<file path="config.mk">
export PLATFORM = sky130hd
export DESIGN_NAME = seven_segment_scan
export DESIGN_NICKNAME = d
export VERILOG_FILES = /design/src/rtl/seg_pkg.sv /design/src/rtl/seg_scan_prescaler.sv /design/src/rtl/seven_segment_scan.sv
export SDC_FILE = /design/constraint.sdc
export NUM_CORES = 1
export LEC_CHECK = 0
export CAP_MARGIN = 20
export CORE_ASPECT_RATIO = 0.6
export CORE_MARGIN = 5
export CORE_UTILIZATION = 55
export CTS_CLUSTER_DIAMETER = 80
export CTS_CLUSTER_SIZE = 28
export DETAILED_ROUTE_END_ITERATION = 10
export PLACE_DENSITY = 0.87
export SYNTH_ARGS = -nofsm -noshare
export SYNTH_HDL_FRONTEND = slang
export SYNTH_HIERARCHICAL = 1
export SYNTH_SLANG_ARGS = --single-unit
export TNS_END_PERCENT = 100
</file>
<file path="constraint.sdc">
create_clock -name clk -period 2.8 [get_ports clk]
set_clock_uncertainty 0.15 [all_clocks]
set_input_delay 0.42 -clock clk [delete_from_list [all_inputs] [get_ports clk]]
set_output_delay 0.42 -clock clk [all_outputs]
set_load 0.01 [all_outputs]
</file>
<file path="src/rtl/seg_pkg.sv">
// Shared constants and helpers for the multiplexed 7-segment scan driver.
// Contents:
//   NIBBLE_W          width of one displayed hex digit
//   DEFAULT_SCAN_DIV  default clock cycles per digit slot
//   DEFAULT_GUARD     default blanked cycles at the start of each slot
//   MAX_DIGITS        largest supported digit count
//   DIG_ALL_OFF       active-low enable pattern with every digit dark
//   idx_w()/cnt_w()   register widths for the digit index and prescaler
package seg_pkg;

  localparam int unsigned NIBBLE_W         = 4;
  localparam int unsigned DEFAULT_SCAN_DIV = 50000;
  localparam int unsigned DEFAULT_GUARD    = 2;
  localparam int unsigned MAX_DIGITS       = 8;

  localparam logic [MAX_DIGITS-1:0] DIG_ALL_OFF = '1;

  // Width of the digit index; never narrower than one bit.
  function automatic int unsigned idx_w(input int unsigned num_digits);
    return (num_digits <= 2) ? 1 : $clog2(num_digits);
  endfunction

  // Width of a modulo-n counter; never narrower than one bit.
  function automatic int unsigned cnt_w(input int unsigned n);
    return (n <= 2) ? 1 : $clog2(n);
  endfunction

endpackage

</file>
<file path="src/rtl/seg_scan_prescaler.sv">
// Free-running modulo-SCAN_DIV counter that paces the digit slots.
// Ports:
//   clk    system clock, rising edge
//   rst_n  asynchronous active-low reset
//   count  current count, 0..SCAN_DIV-1
//   tick   high while count is at SCAN_DIV-1 (last cycle of a slot)
module seg_scan_prescaler
  import seg_pkg::*;
#(
  parameter int unsigned SCAN_DIV = DEFAULT_SCAN_DIV
) (
  input  logic                        clk,
  input  logic                        rst_n,
  output logic [cnt_w(SCAN_DIV)-1:0]  count,
  output logic                        tick
);

  localparam int unsigned    CW   = cnt_w(SCAN_DIV);
  localparam logic [CW-1:0]  LAST = CW'(SCAN_DIV - 1);

  logic [CW-1:0] count_q, count_d;

  always_comb begin
    count_d = (count_q == LAST) ? '0 : count_q + 1'b1;
  end

  always_ff @(posedge clk or negedge rst_n) begin
    if (!rst_n) begin
      count_q <= '0;
    end else begin
      count_q <= count_d;
    end
  end

  assign count = count_q;
  assign tick  = (count_q == LAST);

endmodule

</file>
<file path="src/rtl/seven_segment_scan.sv">
// Multiplexed scan driver for a NUM_DIGITS-digit common-anode 7-segment display.
// A loaded value waits in a shadow register and is promoted to the display
// register only at a frame boundary, so a frame never shows a mix of two values.
// Optional feature: define SEG_LZB_EN for leading-zero blanking.
// Ports:
//   clk      system clock, rising edge
//   rst_n    asynchronous active-low reset
//   load     1-cycle write strobe, samples data_in
//   data_in  packed nibbles, [3:0] = digit 0 (rightmost)
//   digit    nibble of the current slot, to the segment decoder
//   dig_en   active-low digit enables, at most one bit low
//   blank    high when no digit is enabled
//   frame    1-cycle pulse after each frame boundary
//   pending  shadow holds a value not yet displayed
module seven_segment_scan
  import seg_pkg::*;
#(
  parameter int unsigned NUM_DIGITS = 4,
  parameter int unsigned SCAN_DIV   = DEFAULT_SCAN_DIV,
  parameter int unsigned GUARD      = DEFAULT_GUARD
) (
  input  logic                           clk,
  input  logic                           rst_n,
  input  logic                           load,
  input  logic [NIBBLE_W*NUM_DIGITS-1:0] data_in,
  output logic [NIBBLE_W-1:0]            digit,
  output logic [NUM_DIGITS-1:0]          dig_en,
  output logic                           blank,
  output logic                           frame,
  output logic                           pending
);

  localparam int unsigned IW = idx_w(NUM_DIGITS);
  localparam int unsigned CW = cnt_w(SCAN_DIV);
  localparam int unsigned DW = NIBBLE_W * NUM_DIGITS;

  localparam logic [IW-1:0]         LAST_IDX = IW'(NUM_DIGITS - 1);
  localparam logic [CW-1:0]         GUARD_C  = CW'(GUARD);
  localparam logic [NUM_DIGITS-1:0] EN_OFF   = DIG_ALL_OFF[NUM_DIGITS-1:0];

  // Slot pacing
  logic [CW-1:0] presc;
  logic          tick;

  seg_scan_prescaler #(
    .SCAN_DIV (SCAN_DIV)
  ) u_prescaler (
    .clk   (clk),
    .rst_n (rst_n),
    .count (presc),
    .tick  (tick)
  );

  // Scan and value state
  logic [IW-1:0] idx_q, idx_d;
  logic [DW-1:0] shadow_q, shadow_d;
  logic [DW-1:0] display_q, display_d;
  logic          pending_q, pending_d;
  logic          boundary;

  assign boundary = tick && (idx_q == LAST_IDX);

  always_comb begin
    idx_d = idx_q;
    if (tick) begin
      idx_d = (idx_q == LAST_IDX) ? '0 : idx_q + 1'b1;
    end
  end

  always_comb begin
    shadow_d  = shadow_q;
    display_d = display_q;
    pending_d = pending_q;
    if (load) begin
      shadow_d  = data_in;
      pending_d = 1'b1;
    end
    if (boundary) begin
      if (load) begin
        // Load coinciding with the boundary goes straight to the display.
        display_d = data_in;
        pending_d = 1'b0;
      end else if (pending_q) begin
        display_d = shadow_q;
        pending_d = 1'b0;
      end
    end
  end

  // Per-digit view of the displayed value
  logic [NIBBLE_W-1:0] nib [NUM_DIGITS];

  for (genvar g = 0; g < NUM_DIGITS; g++) begin : g_nib
    assign nib[g] = display_q[g*NIBBLE_W +: NIBBLE_W];
  end

`ifdef SEG_LZB_EN
  // Index of the most significant non-zero digit; 0 when the value is zero,
  // which keeps digit 0 always lit.
  logic [IW-1:0] msd;

  always_comb begin
    msd = '0;
    for (int i = 0; i < NUM_DIGITS; i++) begin
      if (nib[i] != '0) begin
        msd = IW'(i);
      end
    end
  end
`endif

  // Next-cycle output values
  logic                  lit;
  logic [NUM_DIGITS-1:0] en_d;

  always_comb begin
    lit = (presc >= GUARD_C);
`ifdef SEG_LZB_EN
    if (idx_q > msd) begin
      lit = 1'b0;
    end
`endif
    en_d = EN_OFF;
    if (lit) begin
      en_d[idx_q] = 1'b0;
    end
  end

  // Output registers
  logic [NIBBLE_W-1:0]   digit_q;
  logic [NUM_DIGITS-1:0] dig_en_q;
  logic                  blank_q;
  logic                  frame_q;

  always_ff @(posedge clk or negedge rst_n) begin
    if (!rst_n) begin
      idx_q     <= '0;
      shadow_q  <= '0;
      display_q <= '0;
      pending_q <= 1'b0;
      digit_q   <= '0;
      dig_en_q  <= EN_OFF;
      blank_q   <= 1'b1;
      frame_q   <= 1'b0;
    end else begin
      idx_q     <= idx_d;
      shadow_q  <= shadow_d;
      display_q <= display_d;
      pending_q <= pending_d;
      digit_q   <= nib[idx_q];
      dig_en_q  <= en_d;
      blank_q   <= &en_d;
      frame_q   <= boundary;
    end
  end

  assign digit   = digit_q;
  assign dig_en  = dig_en_q;
  assign blank   = blank_q;
  assign frame   = frame_q;
  assign pending = pending_q;

endmodule

</file>
* After elaboration in Yosys (flattened, before gate mapping) *
Index checks and enable logic that the tools add are counted.

storage, ports and cells
  flip-flop bits (word level) = 61
  output and inout bits = 11
  bits of input ports = 19
  logic and storage cells = 38
  bits in latches = 0
  memories kept = 0
  RAM bits = 0
  bits in read-only memories = 0

operators by class
  $lt $le $gt $ge = 4
  reduce and logical (&&, ||, !) cells = 5
  muxes and demuxes = 14
  add/subtract/negate cells = 2
  div/mod/pow operators = 0
  multiply operators = 0
  shift-type cells = 0
  bitwise logic cells = 2
  eq/ne operators = 2

operator list
  operator               count
  $mux 16                3
  $add 16x1->16 const B  1
  $eq 16x16->1 const B   1
  $ge 16x2->1 const B    1
  $mux 4                 3
  $bmux 4 s2             1
  $mux 1                 5
  $not 4->4              1
  $reduce_and 4->1       1
  $ge 3x3->1 const B     1
  $lt 2x3->1 const B     1
  $not 2->3              1
  $add 2x1->2 const B    1
  $demux 1 s2            1
  $eq 2x2->1 const B     1
  $ge 2x1->1 const B     1
  $logic_and 1x1->1      2
  $mux 2                 1
  $reduce_and 2->1       1
  $reduce_bool 2->1      1

* Logic depth before layout (Yosys ltp) *
Gate-level depths: netlist of the first run.

  depth after elaboration = 7
  mapped depth = 9
  gate-level depth less buffers = 6

* By module *
Netlist of the first run, hierarchy kept.

by module, submodules not included
  module              cells each  times used  area an instance (µm²)  sequential area each (µm²)
  seven_segment_scan  110         1           1848.0                  1132.3
  seg_scan_prescaler  67          1           762.0                   400.4

* Least setup slack after synthesis of the first run *
No wires, ideal clock.

  kind = register to register
  start = reg u_prescaler.count_q[0] (netlist: u_prescaler/count[0])
  end = reg display_q[10]
  data arrival time = 1.957 ns
  cell stages (with the launch flop) = 10
  setup time = 0.125 ns
  path buffers = 3
  path slack = 0.569 ns
  data required time = 2.525 ns
  clock period less this slack = 2.231 ns
  path through = dfrtp_1 ha_1 and3_1 buf_2 and4_1 buf_6 and2_4 o21ai_4 buf_6 mux2_2

on the way
  cells in the longest elaborated chain, start to end = 3

ends and longest elaborated chain
  element                            line                       text
  from (decl)                        seg_scan_prescaler.sv:21   logic [CW-1:0] count_q, count_d;
  from (signal assigned)             seg_scan_prescaler.sv:31   count_q <= count_d;
  $eq 16x16->1                       seg_scan_prescaler.sv:36   assign tick = (count_q == LAST);
  net tick                           seven_segment_scan.sv:43   logic tick;
  $logic_and 1x1->1                  seven_segment_scan.sv:61   assign boundary = tick && (idx_q == LAST_IDX);
  net boundary                       seven_segment_scan.sv:59   logic boundary;
  $reduce_and 2->1 (no source line)  -
  to (signal assigned)               seven_segment_scan.sv:148  display_q <= display_d;
  to (decl)                          seven_segment_scan.sv:57   logic [DW-1:0] display_q, display_d;

The timed path passes the listed nets, and every way through them passes these cells.
A chain may end at the register's enable or synchronous reset.

* Worst setup path in the final report of the first run *
  start = reg u_prescaler.count_q[1] (netlist: u_prescaler/count[1])
  end = reg display_q[3]

Same word-level chain as after synthesis.

==> results of run 1 <==
## critical path, cell delays in order (launching register included)
cell and delay (ns):
dfrtp_1 0.42, ha_1 0.21, and3_1 0.28, and4_1 0.21
and2_4 0.18, o21ai_4 0.23, mux2_2 0.42
## power by group through the flow
stage | clock network [uW] | registers (uW) | logic [uW]
2_1_floorplan | 0 | 925 | 46.1
3_3_place_gp | 0 | 926 | 94.1
3_5_place_dp | 0 | 927 | 95.7
4_1_cts | 668 | 912 | 98.6
5_1_grt | 712 | 913 | 106
6_report | 645 | 911 | 96.2
## final timing paths
path | from | endpoint | slack [ns]
min reg2reg | u_prescaler/count[0]$_DFF_PN0_ | u_prescaler/count[0]$_DFF_PN0_ | 0.33
max in group asynchronous | rst_n | blank$_DFF_PN1_ | 1.31
max | u_prescaler/count[1]$_DFF_PN0_ | display_q[3]$_DFFE_PN0P_ | 0.58
min | u_prescaler/count[0]$_DFF_PN0_ | u_prescaler/count[0]$_DFF_PN0_ | 0.33
max reg2reg | u_prescaler/count[1]$_DFF_PN0_ | display_q[3]$_DFFE_PN0P_ | 0.58
min in group asynchronous | rst_n | shadow_q[6]$_DFFE_PN0P_ | 0.51
## state kept, by name (all words and copies together) (netlist names)
register           cells
blank                  1
dig_en                 4
digit                  4
display_q             16
frame                  1
idx_q                  2
pending                1
shadow_q              16
u_prescaler/count     16
## cells by family (layout without fill, tap and decap cells)
family | after synthesis | count (layout) | synth area share, %
adders and majority gates | 5 | 5 | 2.40
muxes | 37 | 37 | 19.7
and+or+nand+nor | 47 | 47 | 10.5
buffers and inverters | 9 | 53 | 2.88
AOI/OAI and AO/OA | 6 | 6 | 1.87
xor gates and xnor gates | 12 | 12 | 4.03
DFF | 61 | 61 | 58.7
## layer usage
layer / routed length (um) / track usage, %
met5: 0 / 0
met4: 86 / 8.52
met3: 374 / 5.62
met2: 2020 / 22.8
met1: 2210 / 23.6
## metrics by stage
stage | hold WS [ns] | std cells | worst slack, ns | power [uW]
floorplan | -0.0256 | 177 | 0.569 | 971
global placement | 0.323 | 267 | 0.577 | 1020
detailed placement | 0.330 | 267 | 0.551 | 1020
CTS | 0.338 | 284 | 0.596 | 1680
global route | 0.353 | 284 | 0.512 | 1730
finish | 0.334 | 284 | 0.580 | 1650
## cell type report
type / instances / area share (%)
flip-flops and latches: 61 / 49.0
well taps: 63 / 2.52
clock inverters: 2 / 0.320
repair buffers: 34 / 10.8
multi-input cells: 107 / 32.1
inverters: 3 / 0.360
clock buffers: 14 / 4.88
## placed cells by master (no fill, tap or decap), types with 2 or more instances in the layout
cell type,count
nand3_1,3
nor4_1,3
nor2_1,10
ha_1,5
and2_1,2
o21ai_0,2
clkinv_2,2
mux4_2,4
clkdlybuf4s50_1,28
dfstp_2,5
mux2_4,14
mux2_2,18
dfrtp_1,56
nand2_1,10
buf_4,3
inv_1,3
and4_1,4
xor2_1,8
nand4_1,4
and2_4,2
clkbuf_8,10
xnor2_1,4
clkbuf_1,4
## timing repair
item	in CTS	in global routing
endpoints found under the hold margin	28	0
endpoints found under the setup margin	0	0
hold buffers	1	0
==> impl_metrics.toml, run 1 <==
[status]
outcome = "complete, no violations"

[yosys]
synth.top_cell.area_share_pct = 53.7
netlist_top_cells_count = "dfrtp_1, mux2_2, mux2_4, nand2_1, nor2_1"
dominantRegCellSynth = "dfrtp_1"
synth.yosys.seq_area_share_pct = 58.7
synthesis.instances = 177
yosys_warnings = 6
synthArstFlopShare_pct = 100
yosys_register_bits = 61
most_frequent_cell_after_synthesis = "dfrtp_1"
number_of_different_library_cells_in_the_post_synthesis_netlist = 35
synth.net_count = 201
synth_edf_count = 0
synth_area_per_cell_um2 = 14.7
synth_area_leaders = "dfrtp_1, mux2_4, mux2_2"
yosys.area.top_type = "dfrtp_1"
mappedNetlistArea_um2 = 2610

[cells_and_area]
fin_nets = 240
fillers = 321
layout-drive-gt1-share_pct = 29.0
multi_input_area_um2 = 1000
postLayoutCoreUtil_pct = 68.1
finalInstanceArea_um2 = 3130
antennaDiodeCount = 0
layout-area-overhead-vs-synth_pct = 19.8
final-seq-area_um2 = 1530

[clocking]
clock-root-buffer = "clkbuf_8"
cts_max_path_buffers = 2
tritoncts = "done"
cts.sink_count = 61
post_cts_buffers = 0
clock_insertion_delay_worst_skew_ns = 0.33
postCtsResizedCells = 0
htreeDepth = 3
cts_buffers = 9
path_clk_slew_ns = 0.06

[routing]
postRouteAntennaNets = 0
post_drt_via_cell_ratio = 5.30
detailedRoute.firstPassIterationCount = 4
dr.first_iter.drc_count = 53
routed_wl_mm = 4.69
post_drt_wl_per_cell_um = 16.5
number_of_vias_after_detailed_routing = 1504
drc = 0

[timing]
unrepaired_setup_endpoints_after_global_routing = "false"
min_period_ns = 2.22
max-slew-margin-rel_pct = 55.0
setup_total_negative_slack_ns = 0
report.final.setup_viol = 0
post-route-period-util_pct = 79.3
finalHoldViolCount = 0
timing.fmax_mhz = 450
measured_slew_at_the_worst_slew_check_pin_ns = 0.675
slew_violations = 0

[power]
power.share.switching_pct = 21.1
p_clk_share_pct = 39.0
switching_power_uw = 348
internal_power_uw = 1300
combinational_group_share_of_total_power_pct = 5.8
worst_ir_drop_vdd_mv = 0.355
cellLeakagePower_uw = 0.00146
powerDensity_nw_per_um2 = 529
seqPwrFrac_pct = 55.2

[run]
drv.max_cap_violation_count = 0

[place]
buffer_ports.inserted = 29
finalWeightedCongestion = 0.834
place_area_um2 = 2950
place_hpwl_mm = 3.27

[worst_setup_path]
arrival_ns = 2.27
critical_path.startpoint_type = "register"
critPathRequiredTime_ns = 2.85
endpoint_kind = "register"
setup.worst_path.class = "register to register"
crit_path_max_fanout = 16
r2r_cells = 6

[global_route]
grt_start_max_net_pins = 34
grt-ovfl-total = 0
grt.total_usage_pct = 16.7
grt_first_pass_wirelength_mm = 7.85
first_global_vias = 1526
grt_antenna_before_repair = 0

[die]
floorplan.rows = 19
core_area_um2 = 4590
die_width_um = 98.9
die_area_um2 = 6270
floorplan.initialDensity_pct = 56.9
dieHeight_um = 63.4
ios = 30

[hold_path]
worstHoldPathCells = 1
min_path_type = "register to register"
No activity file was read; power rests on OpenSTA's default activity.
==> run 2, diff against run 1 <==
--- a/config.mk
+++ b/config.mk
@@ -8,11 +8,11 @@
 export CAP_MARGIN = 20
 export CORE_ASPECT_RATIO = 0.6
 export CORE_MARGIN = 5
-export CORE_UTILIZATION = 55
+export CORE_UTILIZATION = 50
 export CTS_CLUSTER_DIAMETER = 80
 export CTS_CLUSTER_SIZE = 28
 export DETAILED_ROUTE_END_ITERATION = 10
-export PLACE_DENSITY = 0.87
+export PLACE_DENSITY = 0.84
 export SYNTH_ARGS = -nofsm -noshare
 export SYNTH_HDL_FRONTEND = slang
 export SYNTH_HIERARCHICAL = 1
==> constraint.sdc (replaced) <==
create_clock -name clk -period 1.9 [get_ports clk]
set_clock_uncertainty 0.15 [all_clocks]
set_input_delay 0.285 -clock clk [delete_from_list [all_inputs] [get_ports clk]]
set_output_delay 0.285 -clock clk [all_outputs]
set_load 0.01 [all_outputs]
==> run 2 against run 1 <==
Effect of this change: combinational power increased by 49%; sequential cell count stayed put; register-to-register slack got worse by 0.60 ns; clock-buffer cell count fell by 1; largest cell class unchanged; critical path type unchanged; the flow now finishes with violations (negative setup slack).
==> impl_metrics.toml, run 2 (synthesis gave the netlist of run 1 again) <==
[status]
outcome = "finished, violations left"
violations_in_the_final_reports = "negative setup slack"

[global_route]
grt_start_max_net_pins = 62
grt_antenna_before_repair = 0
grt.total_usage_pct = 16.4
grt-ovfl-total = 0
first_global_vias = 1648
grt_first_pass_wirelength_mm = 8.13

[place]
place_hpwl_mm = 3.40
pre_cts_slack_ns = -0.0989
buffer_ports.inserted = 29
finalWeightedCongestion = 0.767
dp.cells = 291

[hold_path]
min_path_type = "register to register"

[routing]
post_drt_wl_per_cell_um = 15.8
post_drt_via_cell_ratio = 5.23
number_of_vias_after_detailed_routing = 1599
routed_wl_mm = 4.85
dr.first_iter.drc_count = 100
drc = 0
postRouteAntennaNets = 0
detailedRoute.firstPassIterationCount = 4

[clocking]
post_cts_buffers = 0
cts_buffers = 9
clock_insertion_delay_worst_skew_ns = 0.33
htreeDepth = 3
clock-root-buffer = "clkbuf_8"
cts_max_path_buffers = 2
cts.sink_count = 61
path_clk_slew_ns = 0.06
tritoncts = "done"

[cells_and_area]
final_common_cell = "dfrtp_1"
antennaDiodeCount = 0
count_of_placed_standard_cells_in_the_final_layout_fillers_left_out = 306
layout-drive-gt1-share_pct = 37.5
layout-area-overhead-vs-synth_pct = 29.3
fin_nets = 261
mostFrequentLayoutCells = "dfrtp_1, clkdlybuf4s50_1, buf_4"

[timing]
post-route-worst-setup-slack_ns = -0.0247
measured_slew_at_the_worst_slew_check_pin_ns = 0.302
post-route-period-util_pct = 101
finalHoldViolCount = 0
report.final.setup_viol = 14
final.hold.worst_slack_ns = 0.343
min_period_ns = 1.92
setup_total_negative_slack_ns = -0.166
slew_violations = 0
unrepaired_setup_endpoints_after_global_routing = "true"
max-slew-margin-rel_pct = 79.6
timing.fmax_mhz = 520

[power]
cellLeakagePower_uw = 0.00161
powerDensity_nw_per_um2 = 748
report.power.total_uw = 2520
worst_ir_drop_vdd_mv = 0.827

[worst_setup_path]
endpoint_kind = "register"
setup.worst_path.class = "register to register"
critPathRequiredTime_ns = 1.96
top_delay_family_on_crit_path = "simple AND/OR/NAND/NOR gates"
crit_path_max_incr_delay_ns = 0.39
crit_path_max_fanout = 13
worst-path-buf-inv = 1
critical_path.cell_chain = "ha_2 > and3_4 > and4_1 > and2_4 > o21ai_4 > buf_12 > mux2_2"
cp_slowest_cell = "dfrtp_1"
critical_path.startpoint_type = "register"
arrival_ns = 1.98
regToRegSetupSlack_ns = -0.02

[die]
ios = 30
dieHeight_um = 66.0
floorplan.initialDensity_pct = 51.6
core_area_um2 = 5050
die_width_um = 103
floorplan.rows = 20
die_area_um2 = 6810

[run]
drv.max_cap_violation_count = 0
==> run 2: cell count changes in the layout (fill, tap and decap cells not counted), moves of 2 or more <==
| cell | change |
|---|---|
| clkbuf_1 | -4 |
| mux2_4 | +5 |
| mux2_2 | -5 |
| buf_12 | +2 |
| clkbuf_8 | +3 |
| buf_4 | +19 |
==> run 2: cell type report <==
cell class / instances / area, um^2
well taps: 66 / 82.6
fillers: 355 / 1680
inverters: 3 / 11.3
clock buffers: 13 / 179
multi-input cells: 107 / 1040
flip-flops and latches: 61 / 1530
clock inverters: 1 / 5.00
repair buffers: 55 / 520
==> run 2: path summary, 6_finish.rpt <==
check,cells past startpoint,to,start
setup / recovery,7,display_q[0]$_DFFE_PN0P_,u_prescaler/count[1]$_DFF_PN0_
hold / removal,1,shadow_q[3]$_DFFE_PN0P_,shadow_q[3]$_DFFE_PN0P_
setup reg to reg,7,display_q[0]$_DFFE_PN0P_,u_prescaler/count[1]$_DFF_PN0_
hold reg to reg,1,shadow_q[3]$_DFFE_PN0P_,shadow_q[3]$_DFFE_PN0P_
max in group asynchronous,3,dig_en[1]$_DFF_PN1_,rst_n
min in group asynchronous,3,shadow_q[2]$_DFFE_PN0P_,rst_n
==> run 2: metrics by stage <==
stage,instance area (um^2),utilization [%]
floorplan,2630,-
global placement,3160,62.5
detailed placement,3160,62.5
CTS,3370,66.6
global route,3370,66.8
finish,3370,66.8
==> run 2: repair_timing <==
item / 4_1_cts / 5_1_grt
resized for setup: 2 / 1
hold buffers: 1 / 0
pin swaps: 1 / 0
endpoints found under the setup margin: 16 / 16
endpoints found under the hold margin: 56 / 0
==> run 2: power by group <==
group	leakage (uW)	internal, uW	switching [uW]
clock	0.0000974	599	440
sequential	0.000779	1330	8.95
combinational	0.000735	84.0	59.0
total	0.00161	2020	508
==> run 2: per-layer routing <==
layer / share of wire (%) / GRT usage [%]
met5: 0 / 0
met4: 1.3 / 5.01
met2: 45 / 24.4
met1: 46 / 22.0
met3: 7.1 / 6.95
